$ cat src/rtl/multicycle_control.sv
// Control FSM for a multicycle RV32I datapath: sequences fetch/decode/execute/memory/writeback,
// drives the datapath selects and strobes, counts retired instructions and traps on illegal opcodes or stalled memory.
module multicycle_control #(
    parameter int TIMEOUT_CYCLES = 16,
    parameter int CNT_W          = 32
) (
    input  logic             clk_i,
    input  logic             rst_i,
    input  logic [6:0]       opcode_i,
    input  logic [2:0]       funct3_i,
    input  logic [6:0]       funct7_i,
    input  logic             branch_taken_i,
    input  logic             mem_ready_i,
    output logic             mem_req_o,
    output logic             mem_we_o,
    output logic             ir_write_enable_o,
    output logic             pc_write_enable_o,
    output logic             reg_write_enable_o,
    output logic             alu_src_1_o,
    output logic [1:0]       alu_src_2_o,
    output logic [1:0]       reg_write_src_o,
    output logic [1:0]       pc_src_o,
    output logic [2:0]       state_o,
    output logic             retire_o,
    output logic [CNT_W-1:0] instret_o,
    output logic             illegal_o,
    output logic             timeout_o
);

    typedef enum logic [2:0] {
        S_IDLE      = 3'd0,
        S_FETCH     = 3'd1,
        S_DECODE    = 3'd2,
        S_EXECUTE   = 3'd3,
        S_MEMORY    = 3'd4,
        S_WRITEBACK = 3'd5,
        S_TRAP      = 3'd6
    } state_t;

    typedef enum logic [3:0] {
        C_NONE, C_LUI, C_AUIPC, C_JAL, C_JALR, C_BRANCH, C_LOAD, C_STORE, C_OPIMM, C_OP
    } op_class_t;

    localparam bit WDOG_ON = (TIMEOUT_CYCLES > 0);
    localparam int WAIT_W  = (TIMEOUT_CYCLES > 1) ? $clog2(TIMEOUT_CYCLES) : 1;
    localparam logic [WAIT_W-1:0] WAIT_LIMIT = WAIT_W'((TIMEOUT_CYCLES > 0) ? TIMEOUT_CYCLES - 1 : 0);

    state_t            state;
    op_class_t         op_class;
    logic [WAIT_W-1:0] wait_cnt;
    logic [CNT_W-1:0]  instret;
    logic              illegal;
    logic              timeout;
    logic              wdog_fire;

    // Anything not matched here stays C_NONE and is trapped as illegal in DECODE.
    always_comb begin
        op_class = C_NONE;
        case (opcode_i)
            7'b0110111: op_class = C_LUI;
            7'b0010111: op_class = C_AUIPC;
            7'b1101111: op_class = C_JAL;
            7'b1100111: if (funct3_i == 3'b000) op_class = C_JALR;
            7'b1100011: if (funct3_i != 3'b010 && funct3_i != 3'b011) op_class = C_BRANCH;
            7'b0000011: if (funct3_i inside {3'b000, 3'b001, 3'b010, 3'b100, 3'b101}) op_class = C_LOAD;
            7'b0100011: if (funct3_i inside {3'b000, 3'b001, 3'b010}) op_class = C_STORE;
            7'b0010011: op_class = C_OPIMM;
            7'b0110011: if (funct7_i == 7'b0000000 || funct7_i == 7'b0100000) op_class = C_OP;
            default: op_class = C_NONE;
        endcase
    end

    // A completing request takes priority over the watchdog firing in the same cycle.
    assign wdog_fire = WDOG_ON && !mem_ready_i && (wait_cnt == WAIT_LIMIT);

    always_ff @(posedge clk_i or posedge rst_i) begin
        if (rst_i) begin
            state    <= S_IDLE;
            wait_cnt <= '0;
            instret  <= '0;
            illegal  <= 1'b0;
            timeout  <= 1'b0;
        end else begin
            case (state)
                S_IDLE: state <= S_FETCH;
                S_FETCH, S_MEMORY: begin
                    if (mem_ready_i) begin
                        wait_cnt <= '0;
                        if (state == S_FETCH)
                            state <= S_DECODE;
                        else if (op_class == C_STORE)
                            state <= S_FETCH;
                        else
                            state <= S_WRITEBACK;
                    end else if (wdog_fire) begin
                        wait_cnt <= '0;
                        timeout  <= 1'b1;
                        state    <= S_TRAP;
                    end else if (WDOG_ON) begin
                        wait_cnt <= wait_cnt + 1'b1;
                    end
                end
                S_DECODE: begin
                    if (op_class == C_NONE) begin
                        illegal <= 1'b1;
                        state   <= S_TRAP;
                    end else begin
                        state <= S_EXECUTE;
                    end
                end
                S_EXECUTE:   state <= (op_class == C_LOAD || op_class == C_STORE) ? S_MEMORY : S_WRITEBACK;
                S_WRITEBACK: state <= S_FETCH;
                default:     state <= S_TRAP;
            endcase
            if (retire_o)
                instret <= instret + 1'b1;
        end
    end

    always_comb begin
        mem_req_o          = 1'b0;
        mem_we_o           = 1'b0;
        ir_write_enable_o  = 1'b0;
        pc_write_enable_o  = 1'b0;
        reg_write_enable_o = 1'b0;
        alu_src_1_o        = 1'b0;
        alu_src_2_o        = 2'b00;
        reg_write_src_o    = 2'b00;
        pc_src_o           = 2'b00;
        retire_o           = 1'b0;
        case (state)
            S_FETCH: begin
                mem_req_o         = 1'b1;
                ir_write_enable_o = mem_ready_i;
            end
            S_EXECUTE: begin
                case (op_class)
                    C_LUI:            alu_src_2_o = 2'b10;
                    C_AUIPC:          begin alu_src_1_o = 1'b1; alu_src_2_o = 2'b10; end
                    C_STORE:          alu_src_2_o = 2'b01;
                    C_OP, C_BRANCH:   alu_src_2_o = 2'b11;
                    default:          alu_src_2_o = 2'b00;
                endcase
            end
            S_MEMORY: begin
                mem_req_o = 1'b1;
                mem_we_o  = (op_class == C_STORE);
                if (op_class == C_STORE && mem_ready_i) begin
                    pc_write_enable_o = 1'b1;
                    retire_o          = 1'b1;
                end
            end
            S_WRITEBACK: begin
                pc_write_enable_o  = 1'b1;
                retire_o           = 1'b1;
                reg_write_enable_o = (op_class != C_BRANCH);
                case (op_class)
                    C_AUIPC, C_OP, C_OPIMM: reg_write_src_o = 2'b01;
                    C_LOAD:                 reg_write_src_o = 2'b10;
                    C_JAL, C_JALR:          reg_write_src_o = 2'b11;
                    default:                reg_write_src_o = 2'b00;
                endcase
                case (op_class)
                    C_JAL:    pc_src_o = 2'b01;
                    C_JALR:   pc_src_o = 2'b10;
                    C_BRANCH: pc_src_o = branch_taken_i ? 2'b01 : 2'b00;
                    default:  pc_src_o = 2'b00;
                endcase
            end
            default: ;
        endcase
    end

    assign state_o   = state;
    assign instret_o = instret;
    assign illegal_o = illegal;
    assign timeout_o = timeout;

endmodule

$ cat config.mk
export PLATFORM = sky130hd
export DESIGN_NAME = multicycle_control
export DESIGN_NICKNAME = d
export VERILOG_FILES = /design/src/rtl/multicycle_control.sv
export SDC_FILE = /design/constraint.sdc
export NUM_CORES = 1
export LEC_CHECK = 0
export ABC_CLOCK_PERIOD_IN_PS = 3400
export CELL_PAD_IN_SITES_DETAIL_PLACEMENT = 0
export CELL_PAD_IN_SITES_GLOBAL_PLACEMENT = 1
export CORE_MARGIN = 8
export CORE_UTILIZATION = 38
export CTS_CLUSTER_DIAMETER = 200
export DETAILED_ROUTE_END_ITERATION = 6
export GPL_ROUTABILITY_DRIVEN = 0
export MAX_ROUTING_LAYER = met4
export PLACE_DENSITY_LB_ADDON = 0.05
export SETUP_SLACK_MARGIN = 0.3
export SYNTH_ARGS = -nofsm -noshare
export SYNTH_HDL_FRONTEND = slang
export SYNTH_SLANG_ARGS = --single-unit
$ cat constraint.sdc
create_clock -name clk_i -period 3.4 [get_ports clk_i]
set_input_delay 0.34 -clock clk_i [delete_from_list [all_inputs] [get_ports clk_i]]
set_output_delay 0.34 -clock clk_i [all_outputs]
set_load 0.02 [all_outputs]
# Yosys cells after proc, flatten, opt, wreduce, memory -nomap -nowiden
# Index checks and enable logic that the tools add are counted.
[totals]
ff_bits = 41
inputBits = 21
[op_classes]
n_bitwise = 1
mux = 30
reduce_logical = 20
n_eq_ne = 33
add_sub_neg = 2
[op_table]
columns = ["op", "count"]
rows = [
  ["case mux 4 bit (9 select lines)", 1],
  ["adder 32 x 1 -> 32 bit (second input constant)", 1],
  ["equality test 7 x 6 -> 1 bit (second input constant)", 4],
  ["2-to-1 mux 3 bit", 9],
  ["equality test 7 bit (second input constant)", 3],
  ["case mux 2 bit (3 select lines)", 3],
  ["equality test 4 x 3 -> 1 bit (second input constant)", 4],
  ["equality test 7 x 5 -> 1 bit (second input constant)", 2],
  ["equality test 3 bit (second input constant)", 4],
  ["equality test 4 bit (second input constant)", 3],
  ["2-to-1 mux 4 bit", 3],
  ["case mux 3 bit (4 select lines)", 1],
  ["OR reduction 2 bit", 5],
  ["equality test 3 x 2 -> 1 bit (second input constant)", 3],
  ["2-to-1 mux 1 bit", 9],
  ["equality test 4 x 2 -> 1 bit (second input constant)", 2],
  ["equality test 7 x 2 -> 1 bit (second input constant)", 1],
  ["logical NOT 7 bit", 1],
  ["equality test 3 x 1 -> 1 bit (second input constant)", 2],
  ["logical NOT 3 bit", 2],
  ["2-to-1 mux 2 bit", 3],
  ["inequality test 3 x 2 -> 1 bit (second input constant)", 2],
  ["nonzero test 5 bit", 1],
  ["adder 4 x 1 -> 4 bit (second input constant)", 1],
  ["13 further kinds", 16],
]

# Logic depth before layout (Yosys ltp)
[depth]
depth_word = 9
ltp_mapped = 7

# Worst setup path before layout
# OpenSTA, ideal clock, no wires.
[synth_path]
kind = "input to output"
startpoint = "input port opcode_i[3]"
endpoint = "output port reg_write_src_o[1]"
n_path_buf = 1
required_ns = 3.060
stages = 5
slack_ns = 1.218
arrival_time_ns = 1.842
cell_sequence = "clkbuf_1 or3_1 or4_1 or2_1 a21oi_1"
[synth_via]
elab_chain_cells = 6
word_cells_on_any_way = 20
[synth_rtl]
columns = ["item", "line_no", "text"]
rows = [
  ["from (decl)", "9", "input logic [6:0] opcode_i,"],
  ["equality test 7 x 6 -> 1 bit (tied with other cells)", "59", "case (opcode_i)"],
  ["case mux 4 bit (9 select lines) (*)", "59", ""],
  ["equality test 4 x 2 -> 1 bit (tied with other cells)", "157", "case (op_class)"],
  ["OR reduction 3 bit or OR reduction 2 bit (tied branches)", "157", ""],
  ["case mux 2 bit (3 select lines) (*)", "157", ""],
  ["2-to-1 mux 2 bit (*)", "131", "case (state)"],
  ["to (decl)", "21", "output logic [1:0] reg_write_src_o,"],
]
# Every way passes the cells marked *; elsewhere a longest branch is shown, timed or not.

# Worst setup path after layout
[layout_path]
startpoint = "input port funct3_i[2]"
endpoint = "output port reg_write_src_o[1]"
[layout_via]
elab_chain_cells = 8
word_cells_on_any_way = 25
[layout_rtl]
columns = ["item", "line_no", "text"]
rows = [
  ["from (decl)", "10", "input logic [2:0] funct3_i,"],
  ["equality test 3 x 1 -> 1 bit (tied with other cells)", "65, 66", ""],
  ["nonzero test 5 bit (tied with other cells)", "65", "7'b0000011: if (funct3_i inside {3'b000, 3'b001, 3'b010, 3'b100, 3'b101}) op_class = C_LOAD;"],
  ["2-to-1 mux 3 bit (on tied branches)", "65, 64, 66", ""],
  ["case mux 4 bit (9 select lines) (*)", "59", ""],
  ["equality test 4 x 2 -> 1 bit (tied with other cells)", "157", ""],
  ["OR reduction 3 bit or OR reduction 2 bit (tied branches)", "157", ""],
  ["case mux 2 bit (3 select lines) (*)", "157", ""],
  ["2-to-1 mux 2 bit (*)", "131", ""],
]
# Marked as above.

==> summary.txt <==
Routing
  • Starting DRT DRC Count: 74
  • Wire per inst: 14.69 um
  • Overall routed net length: 5.774 mm
  • Pre-Repair DR Iteration Count: 4
  • DRC Markers: 0
  • ANT nets after route: 0
  • Via count: 2,017
  • Vias/cell: 5.132

Synthesis
  • Post-synthesis instance area: 0.002323 mm2
  • Asr flop ratio synth: 100.0%
  • Yosys Warn Count: 0
  • EDFF count, synth: 0
  • Synth cell types: 51
  • Post-synthesis net count: 268
  • Average size of a mapped cell: 9.484 um2
  • Post-synthesis sequential area ratio: 44.16%
  • Syn Inst Count: 245
  • FF+latch count, synth: 41
  • Main flop type after synthesis: dfrtp_1

Worst setup path
  • Arrival @ worst endpoint: 2.61 ns
  • CP max-delay cell: clkdlybuf4s50_1
  • Worst setup EP type: primary output
  • WP buf/inv: 2
  • Crit-path max FO: 6
  • Critical path required time: 3.06 ns
  • CP max stage delay: 0.63 ns
  • Setup crit start kind: input pin
  • Cells along the critical path: clkdlybuf4s50_1 -> o21a_1 -> or4_1 -> or2_1 -> a21oi_1 -> clkdlybuf4s50_1
  • Crit path max-delay family: buffers and inverters
  • Crit path kind: in -> out
  • CP dominant cell by count: clkdlybuf4s50_1

GRT
  • Vias in the first global route: 2,041
  • Initial antenna violation count: 0
  • GR Util All Layers: 13.95%
  • Grt ovf: 0
  • Largest net degree at the start of global routing: 37
  • First-pass GRT wire length: 9.708 mm

STA
  • Slew Limit Fails: 0
  • Clock skew: 0.005736 ns
  • Max_slew headroom: 64.41%
  • Fin. Hold Viols: 0
  • Setup_tns: 0 ns
  • RSZ-0062 raised after global routing: false
  • Fmax: 0.3393 GHz
  • Final setup violating endpoints: 0
  • Min cycle time layout: 2.947 ns
  • Fin crit share: 86.68%
  • Worst Max-Slew Pin Slew: 0.5327 ns

CTS
  • Post-CTS sizing: 0
  • Max Buffers Root-to-Sink: 2
  • Hold buffer count at CTS: 0
  • Clock transition at path regs: 0.08 ns
  • CTS buffer count: 5
  • CTS tree: done
  • Clock Sinks: 41
  • Worst-skew pair later-pin latency: 0.29 ns
  • H-Tree Depth: 2
  • Post CTS Setup Buffer Count: 0
  • CTS root buffer: clkbuf_8

Floorplan
  • Die width: 94.20 um
  • Die area: 0.008873 mm2
  • I/O pin count: 71
  • Starting Density: 39.24%
  • Core Box Area: 0.005921 mm2
  • Placement Rows: 28
  • Die Y: 94.20 um

Power and ir drop
  • Logic gate share of total power: 16.7%
  • P per Cell Area: 361.3 mW/mm2
  • Sw power: 0.2999 mW
  • Maximum VDD drop: 219.0 uV
  • Pleak: 1.392 nW
  • Switching share of power: 25.78%
  • Clock power share: 34.9%
  • Flop pwr share: 48.4%
  • Internal: 0.8634 mW

Cells and area
  • Most frequent cells in the layout: clkdlybuf4s50_1, dfrtp_1, nor2_1
  • Diode count: 0
  • Fin util: 54.37%
  • Layout cells sized above 1: 7.862%
  • Layout Nets: 340
  • Syn-to-layout area delta: 38.56%
  • Most common cell after layout, fill and taps aside: clkdlybuf4s50_1
  • Fill cells: 558
  • Fin cells: 393

Placed design
  • Dpl hpwl: 4.481 mm
  • Port Buffers: 69
  • Placed cell count: 385

Outcome
  • Status: finished clean

Run
  • Max Cap Viol: 0

Min path
  • Hold/Removal Path Class: in -> async
-- synthesized netlist by cell type (3+ instances only) --
| library cell | number | area [um2] |
|---|---|---|
| dfrtp_1 | 41 | 1026 |
| o21ai_0 | 5 | 25.02 |
| nand3b_1 | 5 | 37.54 |
| o21a_1 | 3 | 22.52 |
| a31oi_1 | 3 | 18.77 |
| xnor2_1 | 12 | 105.1 |
| nand2b_1 | 3 | 18.77 |
| xor2_1 | 19 | 166.4 |
| nand3_1 | 18 | 90.09 |
| nor2_1 | 27 | 101.4 |
| nor2b_1 | 3 | 18.77 |
| nor3_1 | 12 | 60.06 |
| nand4_1 | 5 | 31.28 |
| nor3b_1 | 3 | 22.52 |
| nand2_1 | 26 | 97.59 |
| clkbuf_1 | 6 | 22.52 |
| a21oi_1 | 6 | 30.03 |
| inv_1 | 8 | 30.03 |
-- through the flow --
stage	instance area, um2	hold WS [ns]	setup slack (ns)	power, mW
after floorplan	2323	0.4890	1.218	0.6699
after global placement	3103	0.4524	0.4603	0.7632
after detailed placement	3103	0.4575	0.4658	0.7678
after CTS	3219	0.2555	0.4559	1.177
after global routing	3219	0.2745	0.3192	1.230
final	3219	0.2573	0.4527	1.163
-- worst paths after layout --
kind	start	end	slack, ns	cells after the start
worst min register to register	timeout_o	timeout_o	0.47	1
min in group clk_i	timeout_o	timeout_o	0.47	1
worst max-delay path	funct3_i[2]	reg_write_src_o[1]	0.45	6
worst max register to register	instret_o[5]	instret_o[31]	1.52	5
worst min-delay path	rst_i	wait_cnt[0]	0.26	2
max in group asynchronous	rst_i	instret_o[12]	2.43	3
-- sequential cells by signal, indices dropped and copies added (netlist names) --
name and count:
wait_cnt 4, illegal_o 1, timeout_o 1, instret_o 32, state_o 3
-- area by class of cell --
type                       count  area [um2]  share of cell area (%)
timing repair buffer          73       720.7                   22.39
sequential                    41        1026                   31.87
tap                           75       93.84                   2.915
clock inverter                 1       30.03                  0.9328
multi-input combinational    187        1229                   38.17
clock buffer                   7       86.33                   2.682
inverter                       9       33.78                   1.049
-- metal layers --
metal	vias to the layer above	track usage (%)	wire, um
li1	997	-	-
met1	962	18.18	2794
met2	52	20.80	2603
met3	6	3.837	322
met4	0	3.435	53
met5	-	-	0
-- worst reg2reg max path: cells and delay by family, from the launching register on --
family | cells | cell delay (ns)
xor gates and xnor gates | 1 | 0.15
DFF | 1 | 0.48
and+or+nand+nor | 4 | 1.19
-- logic make-up after synthesis --
family	Yosys count	synth area share [%]
buffers and inverters	17	2.962
multiplexers	2	0.9154
AND/OR/NAND/NOR	120	28.70
AO/OA/AOI/OAI	32	10.50
flip-flops	41	44.16
adder cells (fa/ha/maj)	2	1.077
XOR/XNOR	31	11.69
-- power by group through the flow --
stage                     registers [mW]  logic, mW  clock network [mW]
after floorplan                    0.586     0.0837                   0
after global placement             0.571      0.193                   0
after detailed placement           0.573      0.195                   0
after CTS                          0.563      0.196               0.418
after global routing               0.573      0.215               0.442
final                              0.563      0.194               0.406
(Power assumes the default switching activity.)
==> RTL change 1 (same flow settings) <==
Register the output `timeout_o` once more; this adds one clock of latency there. The other outputs are not delayed to match.
--- a/src/rtl/multicycle_control.sv
+++ b/src/rtl/multicycle_control.sv
@@ -176,3 +176,5 @@
     assign illegal_o = illegal;
-    assign timeout_o = timeout;
+    always_ff @(posedge clk_i) begin
+        timeout_o <= timeout;
+    end
 
Function: same outputs for any inputs over 10 cycles, from zero or initial values and one cycle with rst_i high; that may be too few to reach the edited logic, so the function may still have changed.
==> RTL change 1 against the unedited design <==
  * Sequential power up 6.7%
  * Area after synthesis is 1.7% higher
  * Routed wire length shrank 0.21%
  * Non-clock buffer count unchanged
  * Setup slack better by 110 ps
  * Critical path depth grew 1
  * Largest power group unchanged
  * Count of clock-buffer cells in the layout shrank 1
  * First-iteration DRC count fell by 14%
  * Highest routed layer unchanged
  * Total power is 1.4% lower
  * Sequential cell count up 1
  * Global-route usage fell by 0.35 points
  * Utilization shrank 0.97 points
  * Synthesized cell count up 2.4%
  * Final area shrank 1.2%
==> RTL change 1: results (changes against the unedited design) <==
metric	value	unit	change
area post-placement	0.003094	sq mm	-0.28%
top cells by area, synth	dfrtp_1 43%, xor2_1 5.9%, xnor2_1 5.6%, nor2_1 4.3%, nand2_1 3.8%		
Routed WL	5762	microns	-0.21%
Area Overhead vs Synth	34.57	%	
Unique masters post-synth	53		+3.9%
Initial DRC Count	64		-14%
Worst Max-Slew Pin Slew	812.8	ps	+280.1 ps
layout cells sized above 1	6.854	%	-1.0 points
Switching Fraction	29.84	%	+4.1 points
register area share after synthesis	44.26	%	+0.099 points
footprint of the multi-input gates	0.001200	sq mm	-2.3%
# fillers	595		+6.6%
first-pass GRT wire length	9522	microns	-1.9%
Hold Path Class	reg2reg		
Multi-In Gates	189		+1.1%
met1 WL	3001	microns	+7.4%
met3 usage	3.571	%	-0.27 points
CP startpoint	opcode_i[4]		
GRT Overall Usage	13.60	%	-0.35 points
DR WL met2	2354	microns	-9.6%
status	complete, no violations		
clock skew	8.995	ps	+3.259 ps
worst r2r src	state_o[1]		
vias per cell	5.124		-0.17%
asr flop ratio synth	97.62	%	-2.4 points
==> RTL change 1: metrics by stage <==
stage / total power [W] / hold WS (ps) / cells / setup slack (ps) / util (%)
after floorplan: 0.0007419 / 348.9 / 251 / 1342 / -
after global placement: 0.0008377 / 359.9 / 388 / 547.5 / 51.95
after detailed placement: 0.0008386 / 358.6 / 388 / 541.0 / 51.95
after CTS: 0.001162 / 379.1 / 396 / 533.1 / 53.40
after global routing: 0.001209 / 398.0 / 396 / 438.2 / 53.40
final: 0.001146 / 375.5 / 396 / 562.2 / 53.40
==> RTL change 1: logic make-up (layout without fill, tap and decap cells) <==
| logic type | count (synthesis) | count (layout) | synth area share [%] |
|---|---|---|---|
| flops | 42 | 42 | 44.26 |
| mux | 3 | 3 | 1.535 |
| simple gates | 117 | 117 | 25.62 |
| fa+ha+maj | 2 | 2 | 1.059 |
| compound gates | 36 | 36 | 11.06 |
| xor+xnor | 31 | 31 | 11.49 |
| buf+inv | 20 | 90 | 4.976 |
==> RTL change 2 (config.mk and constraints unchanged) <==
Made on the original files. Set the parameter `CNT_W` to 16 (it was 32).
--- a/src/rtl/multicycle_control.sv
+++ b/src/rtl/multicycle_control.sv
@@ -4,3 +4,3 @@
     parameter int TIMEOUT_CYCLES = 16,
-    parameter int CNT_W          = 32
+    parameter int CNT_W          = 16
 ) (
Ports: changed (resized instret_o); port bits go from 71 to 55. No check against the original RTL was run, so the function may have changed too.
==> RTL change 2 against the unedited design <==
  * Routed wire length fell by 28%
  * Die area down 25%
  * Global-route usage is 0.53 points lower
  * Total power decreased by 35%
  * Setup slack worse by 31 ps
  * First-iteration DRC count grew 16%
  * Sequential cell count decreased by 16
  * Final area decreased by 30%
  * Clock skew up 2.8 ps
  * Combinational power is 5% higher
  * Area after synthesis decreased by 30%
  * Critical path type unchanged
  * Highest routed layer unchanged
==> RTL change 2: results (changes against the unedited design) <==
metric	value	unit	change
Num CTS Buffers	3		-2
arrival time worst endpoint	2640	ps	+30 ps
worst r2r dst	instret_o[13]		
vias in the first global route	1456		-29%
register area share after synthesis	38.58	%	-5.6 points
Final period util	87.59	%	+0.91 points
Hold Path Class	reg2reg		
top cells by area, synth	dfrtp_1 39%, xor2_1 6.5%, nor2_1 4.2%, nand2_1 3.9%, nand3_1 2.8%		
Initial DRC Count	86		+16%
internal reg-to-reg setup slack	1630	ps	+110 ps
worst r2r src	state_o[2]		
IO buf count	53		-23%
Clock power frac	23.2	%	-12 points
Multi-In Gates	142		-24%
GRT Overall Usage	13.43	%	-0.53 points
Worst Setup EP	retire_o		
post-synthesis mux area share	2.006	%	+1.1 points
largest net degree at the start of global routing	26		-30%
Cells after Synth	183		-25%
synthesized flop and latch total	25		-39%
post-synthesis adder-cell area fraction	1.543	%	+0.47 points
comb pwr	0.000203	W	+5%
max reg flops	16		-50%
combinational group share of total power	27.0	%	+10 points
non-clk buf share	24.19	%	+1.8 points
nets	259		-24%
# placed instances	281		-27%
# fillers	370		-34%
Seq/total area	27.81	%	-4.1 points
Reg area	625.6	sq um	-39%
Pint	0.0005268	W	-39%
clock skew	8.542	ps	+2.806 ps
CP startpoint	opcode_i[5]		
Synth Area in XOR/XNOR	8.642	%	-3.0 points
Post-synth top cells	25 x dfrtp_1, 18 x nor2_1, 17 x nand2_1		
CLK BUF	3		-4
Compound-Gate Fraction of Synth Area	13.43	%	+2.9 points
WL/cell	14.69	microns	about the same
footprint of the multi-input gates	937.1	sq um	-24%
Area Overhead vs Synth	38.73	%	
status	complete, no violations		
Post-Place Worst Slack	111.2	ps	-354.5 ps
Buffers excl. clock	55		-25%
leakage power	0.9459	nW	-32%
Unique masters post-synth	49		-3.9%
RTL change 2: how the worst min path moves through the flow:
| stage | start | end | slack [ps] | cells after the start |
|---|---|---|---|---|
| floorplan | rst_i | illegal_o | 370 | 1 |
| global placement | timeout_o | timeout_o | 440 | 1 |
| detailed placement | timeout_o | timeout_o | 440 | 1 |
| CTS | timeout_o | timeout_o | 460 | 1 |
| global route | illegal_o | illegal_o | 500 | 1 |
| finish | timeout_o | timeout_o | 460 | 1 |
RTL change 2: metal layers:
| metal | track usage (%) | share of wire (%) |
|---|---|---|
| met5 | - | 0 |
| met4 | 3.393 | 0.48 |
| met3 | 3.201 | 7.1 |
| met2 | 20.92 | 48 |
| met1 | 16.99 | 44 |
RTL change 2: repair_timing:
action / 4_1_cts / 5_1_grt
endpoints found under the setup margin: 2 / 1
hold buffers: 0 / 0
gates resized for setup: 2 / 2
gates cloned: 0 / 0
